`src/rtl/imem_port_arbiter.sv`:
```
// Shares one instruction-memory port between fetch and load/store; 0-cycle grant, 1-cycle read data, no response backpressure.
// Optional IMEM_ARB_RR_EN selects round-robin on contention (default: data wins ties).
module imem_port_arbiter #(
  parameter int ADDR_WIDTH = 32,
  parameter int DATA_WIDTH = 32,
  parameter int MEM_IDX_W  = 15
) (
  input  logic                    clk,
  input  logic                    rst,
  input  logic                    fetch_req,
  input  logic [ADDR_WIDTH-1:0]   fetch_addr,
  input  logic                    fetch_flush,
  output logic                    fetch_gnt,
  output logic                    fetch_rvalid,
  output logic [DATA_WIDTH-1:0]   fetch_rdata,
  input  logic                    data_req,
  input  logic                    data_we,
  input  logic [ADDR_WIDTH-1:0]   data_addr,
  input  logic [DATA_WIDTH-1:0]   data_wdata,
  input  logic [DATA_WIDTH/8-1:0] data_wstrb,
  output logic                    data_gnt,
  output logic                    data_rvalid,
  output logic [DATA_WIDTH-1:0]   data_rdata,
  output logic                    mem_en,
  output logic [DATA_WIDTH/8-1:0] mem_we,
  output logic [MEM_IDX_W-1:0]    mem_addr,
  output logic [DATA_WIDTH-1:0]   mem_wdata,
  input  logic [DATA_WIDTH-1:0]   mem_rdata
);

  localparam int STRB_W = DATA_WIDTH / 8;

  typedef enum logic [1:0] {
    OWN_NONE  = 2'd0,
    OWN_FETCH = 2'd1,
    OWN_DATA  = 2'd2
  } owner_t;

  typedef struct packed {
    logic                  en;
    logic [STRB_W-1:0]     we;
    logic [MEM_IDX_W-1:0]  addr;
    logic [DATA_WIDTH-1:0] wdata;
  } mem_req_t;

  owner_t                pend;
  logic [DATA_WIDTH-1:0] fetch_hold;
  logic [DATA_WIDTH-1:0] data_hold;
  logic                  fetch_ok;
  logic                  pick_fetch;
  logic                  grant_f;
  logic                  grant_d;
  mem_req_t              mreq;

  assign fetch_ok = fetch_req & ~fetch_flush;

`ifdef IMEM_ARB_RR_EN
  logic last_data;

  // On a tie the requester that did not win last time goes first.
  assign pick_fetch = fetch_ok & (~data_req | last_data);
`else
  assign pick_fetch = fetch_ok & ~data_req;
`endif

  // Gating with rst keeps the port quiet while reset is held, even with live requests.
  assign grant_f = rst & pick_fetch;
  assign grant_d = rst & data_req & ~pick_fetch;

  always_comb begin
    mreq = '0;
    if (grant_f) begin
      mreq.en   = 1'b1;
      mreq.addr = fetch_addr[MEM_IDX_W+1:2];
    end else if (grant_d) begin
      mreq.en    = 1'b1;
      mreq.addr  = data_addr[MEM_IDX_W+1:2];
      mreq.we    = data_we ? data_wstrb : '0;
      mreq.wdata = data_wdata;
    end
  end

  assign fetch_gnt = grant_f;
  assign data_gnt  = grant_d;
  assign mem_en    = mreq.en;
  assign mem_we    = mreq.we;
  assign mem_addr  = mreq.addr;
  assign mem_wdata = mreq.wdata;

  assign fetch_rvalid = (pend == OWN_FETCH) & ~fetch_flush;
  assign data_rvalid  = (pend == OWN_DATA);
  assign fetch_rdata  = fetch_rvalid ? mem_rdata : fetch_hold;
  assign data_rdata   = data_rvalid ? mem_rdata : data_hold;

  always_ff @(posedge clk or negedge rst) begin
    if (!rst) begin
      pend       <= OWN_NONE;
      fetch_hold <= '0;
      data_hold  <= '0;
`ifdef IMEM_ARB_RR_EN
      last_data  <= 1'b1;
`endif
    end else begin
      if (grant_f)
        pend <= OWN_FETCH;
      else if (grant_d && !data_we)
        pend <= OWN_DATA;
      else
        pend <= OWN_NONE;

      if (fetch_rvalid)
        fetch_hold <= mem_rdata;
      if (data_rvalid)
        data_hold <= mem_rdata;
`ifdef IMEM_ARB_RR_EN
      if (grant_f || grant_d)
        last_data <= grant_d;
`endif
    end
  end

  logic unused_addr_bits;
  assign unused_addr_bits = ^{fetch_addr[ADDR_WIDTH-1:MEM_IDX_W+2], fetch_addr[1:0],
                              data_addr[ADDR_WIDTH-1:MEM_IDX_W+2], data_addr[1:0]};

endmodule

```
`config.mk`:
```
export PLATFORM = sky130hd
export DESIGN_NAME = imem_port_arbiter
export DESIGN_NICKNAME = d
export VERILOG_FILES = /design/src/rtl/imem_port_arbiter.sv
export SDC_FILE = /design/constraint.sdc
export NUM_CORES = 1
export LEC_CHECK = 0
export CORE_AREA = 2 2 101 103
export DETAILED_ROUTE_END_ITERATION = 12
export DIE_AREA = 0 0 103 105
export HOLD_SLACK_MARGIN = 0.12
export PLACE_DENSITY_LB_ADDON = 0.15
export SYNTH_ARGS = -nofsm -noshare
export SYNTH_HDL_FRONTEND = slang
export SYNTH_SLANG_ARGS = --single-unit
```
`constraint.sdc`:
```
create_clock -name clk -period 3.4 [get_ports clk]
set_input_delay 0.68 -clock clk [delete_from_list [all_inputs] [get_ports clk]]
set_output_delay 0.68 -clock clk [all_outputs]
set_load 0.005 [all_outputs]
```
==> results of run 1 <==
## report_power, final
part / switching (mW) / total, mW / internal (mW) / leakage [nW]
clock network: 0.295 / 0.696 / 0.401 / 0.106
registers: 0.0394 / 0.990 / 0.951 / 0.794
logic: 0.275 / 0.859 / 0.585 / 1.51
## critical path, delay by kind of cell
family                 cells  cell delay (ps)
buffers and inverters      3             1150
and+or+nand+nor            1              310
muxes                      1              360
## sequential cells by signal (all words and copies together), names as in the netlist
signal and count:
data_hold 32, pend 2, fetch_hold 32
## synth_stat cells
master	n	area [um^2]
sky130_fd_sc_hd__mux2_1	1	11.3
sky130_fd_sc_hd__dfrtp_1	66	1650
sky130_fd_sc_hd__buf_6	3	33.8
sky130_fd_sc_hd__and3b_1	1	8.76
sky130_fd_sc_hd__clkbuf_1	11	41.3
sky130_fd_sc_hd__and3_1	36	225
sky130_fd_sc_hd__nand2b_1	1	6.26
sky130_fd_sc_hd__nand2_1	15	56.3
sky130_fd_sc_hd__buf_2	6	30.0
sky130_fd_sc_hd__nand4bb_1	15	169
sky130_fd_sc_hd__o21a_1	1	7.51
sky130_fd_sc_hd__buf_4	1	7.51
sky130_fd_sc_hd__nor3b_4	1	18.8
sky130_fd_sc_hd__nor2b_1	2	12.5
sky130_fd_sc_hd__and2_0	1	6.26
sky130_fd_sc_hd__a21boi_0	15	113
sky130_fd_sc_hd__inv_1	1	3.75
sky130_fd_sc_hd__mux2_2	63	709
## cells by family (layout without fill, tap and decap cells)
| group | count (synthesis) | after routing |
|---|---|---|
| multiplexers | 64 | 64 |
| buffers and inverters | 22 | 250 |
| AND/OR/NAND/NOR | 72 | 72 |
| flip-flops | 66 | 66 |
| AO/OA/AOI/OAI | 16 | 16 |
## how the worst max path moves through the flow
| stage | to | slack [ps] | cells after the start |
|---|---|---|---|
| 2_1_floorplan | fetch_rdata[22] | 1200 | 3 |
| 3_3_place_gp | fetch_rdata[0] | 210 | 5 |
| 3_5_place_dp | fetch_rdata[0] | 190 | 5 |
| 4_1_cts | fetch_rdata[0] | 190 | 5 |
| 5_1_grt | mem_addr[14] | 130 | 5 |
| 6_report | fetch_rdata[0] | 220 | 5 |
## per-layer routing
metal  vias up  global-route usage (%)
li1       1303                       -
met1      1325                    21.2
met2       130                    31.5
met3        12                    8.43
met4         0                    5.17
met5         -                       0
## per-stage QoR
step                setup slack [ps]  cells
floorplan                       1200    240
global placement                 207    585
CTS                              187    601
global route                     126    601
detailed placement               189    585
finish                           217    601
## final cells by class
cell class / count / area (um^2) / area share [%]
clock inverter: 3 / 46.3 / 0.807
tap: 133 / 166 / 2.90
inverter: 1 / 3.75 / 0.0654
timing repair buffer: 233 / 2350 / 41.0
multi-input combinational: 152 / 1350 / 23.5
clock buffer: 13 / 169 / 2.94
sequential: 66 / 1650 / 28.8
==> results.yml, run 1 <==
layout:
  share_of_post_route_cells_with_drive_strength_above_1_pct: 19.4
  insertedDiodeCount: 0
  mostFrequentLayoutCell: "sky130_fd_sc_hd__clkdlybuf4s50_1"
  finish.net_count: 601
  final_core_utilization_pct: 59.5
  final_area_um2: 5740
  mostFrequentLayoutCells: "sky130_fd_sc_hd__clkdlybuf4s50_1, sky130_fd_sc_hd__dfrtp_1, sky130_fd_sc_hd__mux2_2"
  area_growth_pct: 84.4
  final.fill_count: 846
clock_network:
  clock_latency_ps: 330
  cts_post_setup_buffers_inserted: 0
  cts_made_buffers: 9
  cts_root_buffer: "sky130_fd_sc_hd__clkbuf_8"
  cts.sink_count: 66
  cts_tree: "done"
  ctsHtreeMaxLevel: 3
  cts.reportedPaths.clkPinSlew_ps: 70
  cts_hold_repair.buffers: 0
  cts-resized-gates: 0
  clockBufferDepth: 2
placed_design:
  place_congestion: 0.781
  buffer_ports.inserted: 223
  placed_area_um2: 5520
  detailedPlacementHpwl_mm: 7.90
critical_path:
  timing.rr.end: "data_hold[5]"
  worst_r2r_startpoint: "pend[1]"
  critPathArrivalTime_ps: 2500
  timing.critical_path.to_type: "output port"
  setup.worst_path.start: "fetch_flush"
  rr_worst_depth: 3
  worst-r2r-setup-slack_ps: 1910
  worstPathCellList: "clkdlybuf4s50_1 -> nor3b_4 -> buf_12 -> mux2_2 -> clkdlybuf4s50_1"
  cp_common_cell: "sky130_fd_sc_hd__clkdlybuf4s50_1"
  critical_path_peak_fanout: 17
  critPathMaxStageDelay_ps: 480
  worst-endpoint-required_ps: 2720
  worst-setup-path-type: "primary input to output port"
  worst_path_max_delay_cell: "sky130_fd_sc_hd__clkdlybuf4s50_1"
  timing.critical_path.from_type: "primary input"
route:
  dr.pass1.iters: 4
  avgRoutedWirePerCell_um: 16.9
  wl_met2_mm: 5.09
  wl_met1_mm: 3.89
  drt_first_iter_violations: 64
  drt_total_wl_mm: 10.1
  topRoutingLayerUsed: "met4"
  ant_nets: 0
  drt_drc_violations_left: 0
  dr_wl_met3_mm: 1.02
  detail_route.vias_per_cell: 4.61
  detailroute.via_count: 2770
timing:
  timing_max_transition_violations_final: 0
  worst_hold_slack_ps: 215
  timing.clock.skew_ps: 6.67
  timing.final.setup_violations: 0
  final.setup.tns_ps: 0
  fmax_mhz: 314
  hold_viol_final: 0
  finalWorstPathRequiredPeriod_ps: 3180
  timing_worst_slew_pin_value_ps: 629
  rsz0062_at_grt: "no"
  relSlewSlack_pct: 58.1
  finalCritPeriodShare_pct: 93.6
hold_path:
  hold_path.class: "primary input to asynchronous set/reset pin"
synth:
  mappedNetlistNets: 378
  synth_seq_cells: 66
  synth_area_um2: 3110
  synth_xor_area_share_pct: 0
  yosysSeqAreaShare_pct: 53.1
  yosys.area_share.adder_pct: 0
  share_of_the_synthesized_area_in_compound_gates_ao_oa_aoi_oai_pct: 3.86
  synth_simple_gate_area_share_pct: 16.2
  netlist-cell-type-count: 18
  combinational_family_with_the_most_area_after_synthesis: "multiplexers"
  post_synth_inst_count: 240
  synthMuxAreaShare_pct: 23.2
  ys.warnings.count: 0
  syn-mean-instance-area_um2: 13.0
floorplan:
  placeableCoreArea_um2: 9640
  die-width_um: 103
  initial_core_util_pct: 32.3
  die_height_um: 105
  die_area_um2: 10800
  io_pins: 258
  num_rows: 36
grt:
  antenna_violations_before_repair: 0
  grt-ovfl-total: 0
  vias_in_the_first_global_route: 3008
  grt_usage_pct: 18.7
  grt_max_degree: 53
  first_pass_grt_wire_length_mm: 15.5
power:
  power_density_nw_per_um2: 444
  total_leakage_power_nw: 2.41
  worst_ir_drop_vdd_mv: 0.267
  design_power_total_mw: 2.54
job:
  max_cap_viol_count: 0
status:
  run_status: "finished, final reports clean"
(Power assumes the default switching activity.)
==> run 2: changes to the inputs <==
PLACE_DENSITY_LB_ADDON = 0.25   (was 0.15)
==> results.yml, run 2 (synthesis results as in run 1) <==
status:
  run_status: "finished, final reports clean"
grt:
  grt_max_degree: 52
  grt-ovfl-total: 0
  vias_in_the_first_global_route: 2906
  grt_usage_pct: 19.1
  antenna_violations_before_repair: 0
  first_pass_grt_wire_length_mm: 15.7
timing:
  timing.clock.skew_ps: 11.8
  timing.final.setup_violations: 0
  final.setup.tns_ps: 0
  fmax_mhz: 317
  finalCritPeriodShare_pct: 92.9
  worst_hold_slack_ps: 241
  timing_worst_slew_pin_value_ps: 657
  finalWorstPathRequiredPeriod_ps: 3160
  hold_viol_final: 0
  timing_max_transition_violations_final: 0
  relSlewSlack_pct: 56.2
  rsz0062_at_grt: "no"
placed_design:
  place_congestion: 0.810
  buffer_ports.inserted: 223
  detailedPlacementHpwl_mm: 8.10
clock_network:
  ctsHtreeMaxLevel: 3
  cts_post_setup_buffers_inserted: 0
  clockBufferDepth: 2
  cts-resized-gates: 0
  cts.sink_count: 66
  cts_tree: "done"
  clock_latency_ps: 330
  cts_root_buffer: "sky130_fd_sc_hd__clkbuf_8"
  cts.reportedPaths.clkPinSlew_ps: 80
  cts_hold_repair.buffers: 0
  cts_made_buffers: 9
route:
  topRoutingLayerUsed: "met4"
  drt_total_wl_mm: 10.4
  dr.pass1.iters: 4
  detailroute.via_count: 2786
  ant_nets: 0
  detail_route.vias_per_cell: 4.64
  wl_met2_mm: 5.26
  dr_wl_met3_mm: 1.03
  wl_met1_mm: 3.88
  drt_first_iter_violations: 73
  drt_drc_violations_left: 0
  avgRoutedWirePerCell_um: 17.2
critical_path:
  timing.critical_path.from_type: "primary input"
  worst-endpoint-required_ps: 2720
  timing.critical_path.to_type: "output port"
  critPathArrivalTime_ps: 2480
  critical_path_peak_fanout: 17
  rr_worst_depth: 3
  worst-setup-path-type: "primary input to output port"
power:
  worst_ir_drop_vdd_mv: 0.220
  design_power_total_mw: 2.56
  power_density_nw_per_um2: 446
  total_leakage_power_nw: 2.41
layout:
  insertedDiodeCount: 0
  mostFrequentLayoutCells: "sky130_fd_sc_hd__clkdlybuf4s50_1, sky130_fd_sc_hd__dfrtp_1, sky130_fd_sc_hd__mux2_2"
  largest_registers: "data_hold: 32 flops, fetch_hold: 32 flops, pend: 2 flops"
  mostFrequentLayoutCell: "sky130_fd_sc_hd__clkdlybuf4s50_1"
  area_growth_pct: 84.5
  final.fill_count: 803
  finish.net_count: 601
  share_of_post_route_cells_with_drive_strength_above_1_pct: 19.2
floorplan:
  io_pins: 258
  die_area_um2: 10800
  die-width_um: 103
  initial_core_util_pct: 32.3
  placeableCoreArea_um2: 9640
  num_rows: 36
  die_height_um: 105
hold_path:
  hold_path.class: "primary input to asynchronous set/reset pin"
job:
  max_cap_viol_count: 0
==> run 2: per-layer routing <==
layer  vias up  track usage [%]
met5         -                0
met4         0             5.36
met3        13             7.83
met2       132             32.8
met1      1335             21.6
li1       1306                -
==> run 2: worst max-delay path, cell delays in order <==
cell and delay [ps]:
sky130_fd_sc_hd__clkdlybuf4s50_1 450, sky130_fd_sc_hd__nor3b_4 300, sky130_fd_sc_hd__buf_12 210, sky130_fd_sc_hd__mux2_2 360, sky130_fd_sc_hd__clkdlybuf4s50_1 470
==> run 2: metrics by stage <==
step | std cells | worst slack [ps] | area [um^2] | utilization [%]
after floorplan | 240 | 1200 | 3110 | -
after global placement | 585 | 234 | 5520 | 57.3
after detailed placement | 585 | 229 | 5520 | 57.3
after CTS | 601 | 225 | 5740 | 59.6
after global routing | 601 | 147 | 5740 | 59.6
final | 601 | 243 | 5740 | 59.6
==> run 2: report_power, final <==
| group | total (mW) | internal, mW | switching, mW |
|---|---|---|---|
| combinational | 0.861 | 0.585 | 0.276 |
| sequential | 0.989 | 0.950 | 0.0385 |
| clock | 0.713 | 0.419 | 0.295 |
==> run 2: layout make-up <==
cell class | count | area, um^2 | share of cell area (%)
repair buffers | 233 | 2350 | 41.0
inverters | 1 | 3.75 | 0.0654
multi-input cells | 152 | 1350 | 23.5
flip-flops and latches | 66 | 1650 | 28.8
well taps | 133 | 166 | 2.90
clock buffers | 11 | 131 | 2.29
clock inverters | 5 | 86.3 | 1.50
==> run 2: worst paths after layout <==
| check | endpoint | slack, ps | start |
|---|---|---|---|
| setup / recovery | fetch_rdata[26] | 240 | fetch_flush |
| hold / removal | data_hold[29] | 240 | rst |
| setup reg to reg | data_hold[6] | 1860 | pend[1] |
| hold reg to reg | fetch_hold[4] | 490 | fetch_hold[4] |
| max in group asynchronous | data_hold[19] | 2170 | rst |
| min in group clk | fetch_hold[4] | 490 | fetch_hold[4] |
